<file path="config.mk">
export PLATFORM = sky130hd
export DESIGN_NAME = apb_bridge_ctrl
export DESIGN_NICKNAME = d
export VERILOG_FILES = /design/src/rtl/apb_bridge_pkg.sv /design/src/rtl/apb_sel_decode.sv /design/src/rtl/apb_bridge_ctrl.sv
export SDC_FILE = /design/constraint.sdc
export NUM_CORES = 1
export LEC_CHECK = 0
export CORE_MARGIN = 1.5
export CORE_UTILIZATION = 40
export DETAILED_ROUTE_END_ITERATION = 12
export PLACE_DENSITY = 0.84
export SETUP_SLACK_MARGIN = 0.5
export SLEW_MARGIN = 10
export SYNTH_ARGS = -nofsm -noshare
export SYNTH_HDL_FRONTEND = slang
export SYNTH_SLANG_ARGS = --single-unit
</file>
<file path="constraint.sdc">
create_clock -name HCLK -period 3.15 [get_ports HCLK]
set_input_delay 0.63 -clock HCLK [delete_from_list [all_inputs] [get_ports HCLK]]
set_output_delay 0.63 -clock HCLK [all_outputs]
set_load 0.05 [all_outputs]
</file>
<file path="src/rtl/apb_bridge_pkg.sv">
// apb_bridge_pkg: shared FSM states, APB region map and AHB HTRANS encodings for the AHB-to-APB bridge
package apb_bridge_pkg;

    typedef enum logic [1:0] {
        IDLE   = 2'd0,
        SETUP  = 2'd1,
        ACCESS = 2'd2
    } state_e;

    localparam logic [31:0] REGION0_BASE     = 32'h8000_0000;
    localparam logic [31:0] REGION1_BASE     = 32'h8400_0000;
    localparam logic [31:0] REGION2_BASE     = 32'h8800_0000;
    localparam logic [31:0] REGION_SIZE_MASK = 32'h03FF_FFFF;

    localparam logic [1:0] HTRANS_IDLE   = 2'b00;
    localparam logic [1:0] HTRANS_BUSY   = 2'b01;
    localparam logic [1:0] HTRANS_NONSEQ = 2'b10;
    localparam logic [1:0] HTRANS_SEQ    = 2'b11;

endpackage

</file>
<file path="src/rtl/apb_sel_decode.sv">
// apb_sel_decode: maps the registered APB address onto a one-hot completer select (000 when unmapped)
module apb_sel_decode
    import apb_bridge_pkg::*;
(
    input  logic [31:0] paddr,
    output logic [2:0]  psel
);

    logic [31:0] base;

    // strip the in-region offset and compare against each region base
    always_comb begin
        base = paddr & ~REGION_SIZE_MASK;
        psel = {base == REGION2_BASE, base == REGION1_BASE, base == REGION0_BASE};
    end

endmodule

</file>
<file path="src/rtl/apb_bridge_ctrl.sv">
// apb_bridge_ctrl: AHB-to-APB bridge control FSM (IDLE/SETUP/ACCESS); define APB_PREADY_EN to let PREADY stretch ACCESS
module apb_bridge_ctrl
    import apb_bridge_pkg::*;
(
    input  logic        HCLK,
    input  logic        HRESETn,
    input  logic        HSELAPB,
    input  logic [1:0]  HTRANS,
    input  logic        HWRITE,
    input  logic [31:0] HADDR,
    input  logic        HREADYIN,
    input  logic        PREADY,
    output logic        HREADYOUT,
    output logic [2:0]  PSEL,
    output logic        PENABLE,
    output logic        PWRITE,
    output logic [31:0] PADDR
);

    state_e      state_q, state_d;
    logic [31:0] paddr_q, paddr_d;
    logic        pwrite_q, pwrite_d;
    logic [2:0]  sel;
    logic        valid, done, capture;

    apb_sel_decode u_sel_decode (
        .paddr (paddr_q),
        .psel  (sel)
    );

`ifdef APB_PREADY_EN
    // unmapped accesses have no completer to answer, so they never wait on PREADY
    always_comb done = PREADY | ~|sel;
`else
    logic unused_pready;
    assign unused_pready = PREADY;
    always_comb done = 1'b1;
`endif

    // next-state and capture decision; sampling only happens in IDLE or on a completing ACCESS
    always_comb begin
        valid    = HSELAPB & ((HTRANS == HTRANS_NONSEQ) | (HTRANS == HTRANS_SEQ)) & HREADYIN;
        capture  = valid & ((state_q == IDLE) | ((state_q == ACCESS) & done));
        state_d  = capture                         ? SETUP  :
                   (state_q == SETUP)              ? ACCESS :
                   ((state_q == ACCESS) & ~done)   ? ACCESS : IDLE;
        paddr_d  = capture ? HADDR  : paddr_q;
        pwrite_d = capture ? HWRITE : pwrite_q;
    end

    // state and transfer attributes; reset abandons any transfer in flight
    always_ff @(posedge HCLK or negedge HRESETn) begin
        if (!HRESETn) begin
            state_q  <= IDLE;
            paddr_q  <= '0;
            pwrite_q <= 1'b0;
        end else begin
            state_q  <= state_d;
            paddr_q  <= paddr_d;
            pwrite_q <= pwrite_d;
        end
    end

    // APB/AHB outputs decoded straight from the registered state and address
    always_comb begin
        PSEL      = (state_q == IDLE) ? 3'b000 : sel;
        PENABLE   = (state_q == ACCESS);
        HREADYOUT = (state_q == IDLE) | ((state_q == ACCESS) & done);
        PWRITE    = pwrite_q;
        PADDR     = paddr_q;
    end

endmodule

</file>
==> metrics.csv <==
stage;metric;value;unit
clock_network;CTS Buf Count;5;
worst_setup_path;crit path max fanout;3;
yosys;syn avg cell area;16.8;um2
sta;Hold Fails Final Rpt;0;
finish;synthesis-to-finish area growth;62.8;%
yosys;Post-synth ARST share;100;%
yosys;top-count cell post-synth;dfrtp_1;
worst_setup_path;register-to-register setup slack;1.52;ns
hold_path;hold crit path type;flip-flop to flip-flop;
global_routing;gr ovfl total;0;
die;initial core utilization;41.2;%
route;routed vias/inst;4.60;
die;Horiz. Die Dim;61.4;um
finish;Fill cells;246;
route;drt total wl;3.08;mm
sta;RSZ-0062 raised after global routing;false;
sta;Final period util;82.0;%
global_routing;gr busiest metal;met2;
yosys;Post-synth top flop;dfrtp_1;
clock_network;Max Root-Sink Buffers;2;
sta;Slew headroom;60.4;%
place;detailed placer's ending HPWL;2.31;mm
global_routing;GR met3 Demand/Resource;8.40;%
yosys;Synth top cells by count;dfrtp_1, mux2_2, buf_2;
worst_setup_path;CP max stage cell;or4b_4;
die;die height;61.4;um
global_routing;first-pass GRT wire length;4.44;mm
finish;share of post-route cells with drive strength above 1;29.2;%
clock_network;Clock Tree Root;clkbuf_4;
route;Residual DRC;0;
sta;post-route setup TNS;0;ns
global_routing;vias in the first global route;948;
finish;nets;201;
worst_setup_path;WP data required;2.52;ns
yosys;post-synth top area cell;dfrtp_1;
yosys;Mapped Area;0.00136;mm2
worst_setup_path;worst r2r src;state_q[0];
clock_network;Clock transition at path regs;0.11;ns
sta;endpoints failing setup;0;
route;routed via count;953;
global_routing;All-Layer GR Usage;17.2;%
clock_network;H-tree levels;2;
finish;Sequential cell area;876;um2
worst_setup_path;RR Endpoint;PADDR[16];
power_and_ir_drop;pwr/cell area;678;mW/mm2
place;gpl congestion;0.706;
global_routing;M2 GR Usage;29.5;%
finish;ant diodes;0;
job;total of max-cap violations;0;
finish;area of the multi-input gates;474;um2
global_routing;antenna violations before repair;0;
sta;fmax;387;MHz
yosys;synth top area cells;dfrtp_1, mux2_2, nor4b_2, nand4b_4, mux2_1;
worst_setup_path;crit path to;PSEL[2];
yosys;flops & latches, synth;35;
yosys;Post-Syn Instances;81;
run_status;status;completed;
die;Core ar.;0.00331;mm2
yosys;Netlist cell types;11;
route;Final ANT Viol Nets;0;
yosys;Syn Nets;121;
sta;worst slew pin tran;0.593;ns
worst_setup_path;CP cell instances;or4b_4 > nor4b_2 > clkdlybuf4s15_2;
global_routing;pin count of the biggest net entering global routing;36;
power_and_ir_drop;Worst VDD drop;0.000309;V
yosys;number of synthesized flops with an enable pin;0;
route;DRT iter0 DRCs;34;
worst_setup_path;CP arrival;1.95;ns
clock_network;Clk Latency, worst-skew pair;0.34;ns
worst_setup_path;Worst Reg-to-Reg Cells;2;
clock_network;CTS tree;done;
global_routing;GR Util met1;18.4;%
worst_setup_path;CP Launch Point;PADDR[30];
route;DR WL/cell;14.9;um
worst_setup_path;CP max stage delay;0.58;ns
worst_setup_path;CP Class;flip-flop to output port;
die;Die Area;0.00377;mm2
route;total iterations of the first detailed-routing run;3;
worst_setup_path;Worst setup EP type;output port;
power_and_ir_drop;Tot Pwr;0.00151;W
power_and_ir_drop;P_leak;0.943;nW
yosys;YS warnings;0;
sta;Pins Over Slew Limit;0;
yosys;sequential cell area fraction in the yosys report;64.2;%
die;IO Pins;78;
sta;Final min period;2.58;ns
clock_network;clock sink count;35;
place;I/O Buffers;75;
clock_network;postcts setup bufs;0;
sta;clk_skew;0.0150;ns
die;FP Rows;21;
worst_setup_path;CP startpoint kind;flip-flop;
yosys;Synth top area share;64.2;%
per-layer routing:
layer	wire, um	up-vias
li1	-	445
met1	1130	460
met2	1610	46
met3	323	2
met4	19	0
met5	0	-
state kept, by name (all words and copies together), names as in the netlist:
name,flops
state_q,2
PWRITE,1
PADDR,32
through the flow:
stage | area (um2) | hold WS (ns) | instances | util, % | setup slack [ns]
2_1_floorplan | 1370 | 0.334 | 81 | - | 0.382
3_3_place_gp | 2170 | 0.433 | 200 | 65.6 | 0.495
3_5_place_dp | 2170 | 0.465 | 200 | 65.6 | 0.476
4_1_cts | 2230 | 0.478 | 207 | 67.5 | 0.522
5_1_grt | 2220 | 0.490 | 207 | 67.1 | 0.518
6_report | 2220 | 0.481 | 207 | 67.1 | 0.567
worst max-delay path: cells and delay by family (launching register included):
kind,cells,cell delay [ns]
buffers and inverters,1,0.40
and+or+nand+nor,2,0.80
DFF,1,0.41
power by group:
| group | switching [W] | internal [W] |
|---|---|---|
| Clock | 0.000137 | 0.000103 |
| Combinational | 0.000413 | 0.000262 |
| Sequential | 0.0000531 | 0.000538 |
| Total | 0.000603 | 0.000903 |
timing repair:
item | in CTS | in global routing
endpoints found under the setup margin | 3 | 2
gates resized for setup | 11 | 4
hold buffers | 0 | 0
area by class of cell:
| type | instances | share of cell area [%] |
|---|---|---|
| well taps | 46 | 2.59 |
| clock buffers | 6 | 2.31 |
| clock inverters | 1 | 0.225 |
| repair buffers | 76 | 33.7 |
| flip-flops and latches | 35 | 39.4 |
| multi-input cells | 41 | 21.4 |
| inverters | 2 | 0.338 |
placed cells by master (no fill, tap or decap):
master / Yosys / layout
dfrtp_1: 35 / 35
nor4b_2: 2 / 1
mux2_1: 2 / 2
buf_4: 0 / 1
or4b_4: 1 / 1
clkdlybuf4s15_2: 0 / 1
clkbuf_8: 0 / 1
clkbuf_4: 0 / 5
nor2_1: 2 / 2
nor4_2: 1 / 1
nor2b_1: 1 / 1
clkinv_2: 0 / 1
clkdlybuf4s50_1: 0 / 72
buf_2: 3 / 2
nand4b_4: 1 / 1
nor4b_4: 0 / 1
mux2_2: 31 / 31
inv_1: 2 / 2
how the worst min path moves through the flow:
stage	from	end	slack, ns	cells past startpoint
4_1_cts	state_q[1]	state_q[1]	0.48	1
2_1_floorplan	HRESETn	PADDR[0]	0.33	0
3_3_place_gp	state_q[1]	state_q[1]	0.43	1
6_report	state_q[1]	state_q[1]	0.48	1
3_5_place_dp	state_q[1]	state_q[1]	0.47	1
5_1_grt	state_q[1]	state_q[1]	0.49	1
cells by family (layout without fill, tap and decap cells):
family,Yosys count,count (layout),share of synthesized area [%]
buf+inv,5,85,1.65
simple gates,8,8,6.88
flops,35,35,64.2
mux,33,33,27.2
Power figures use the tool's default switching activity.
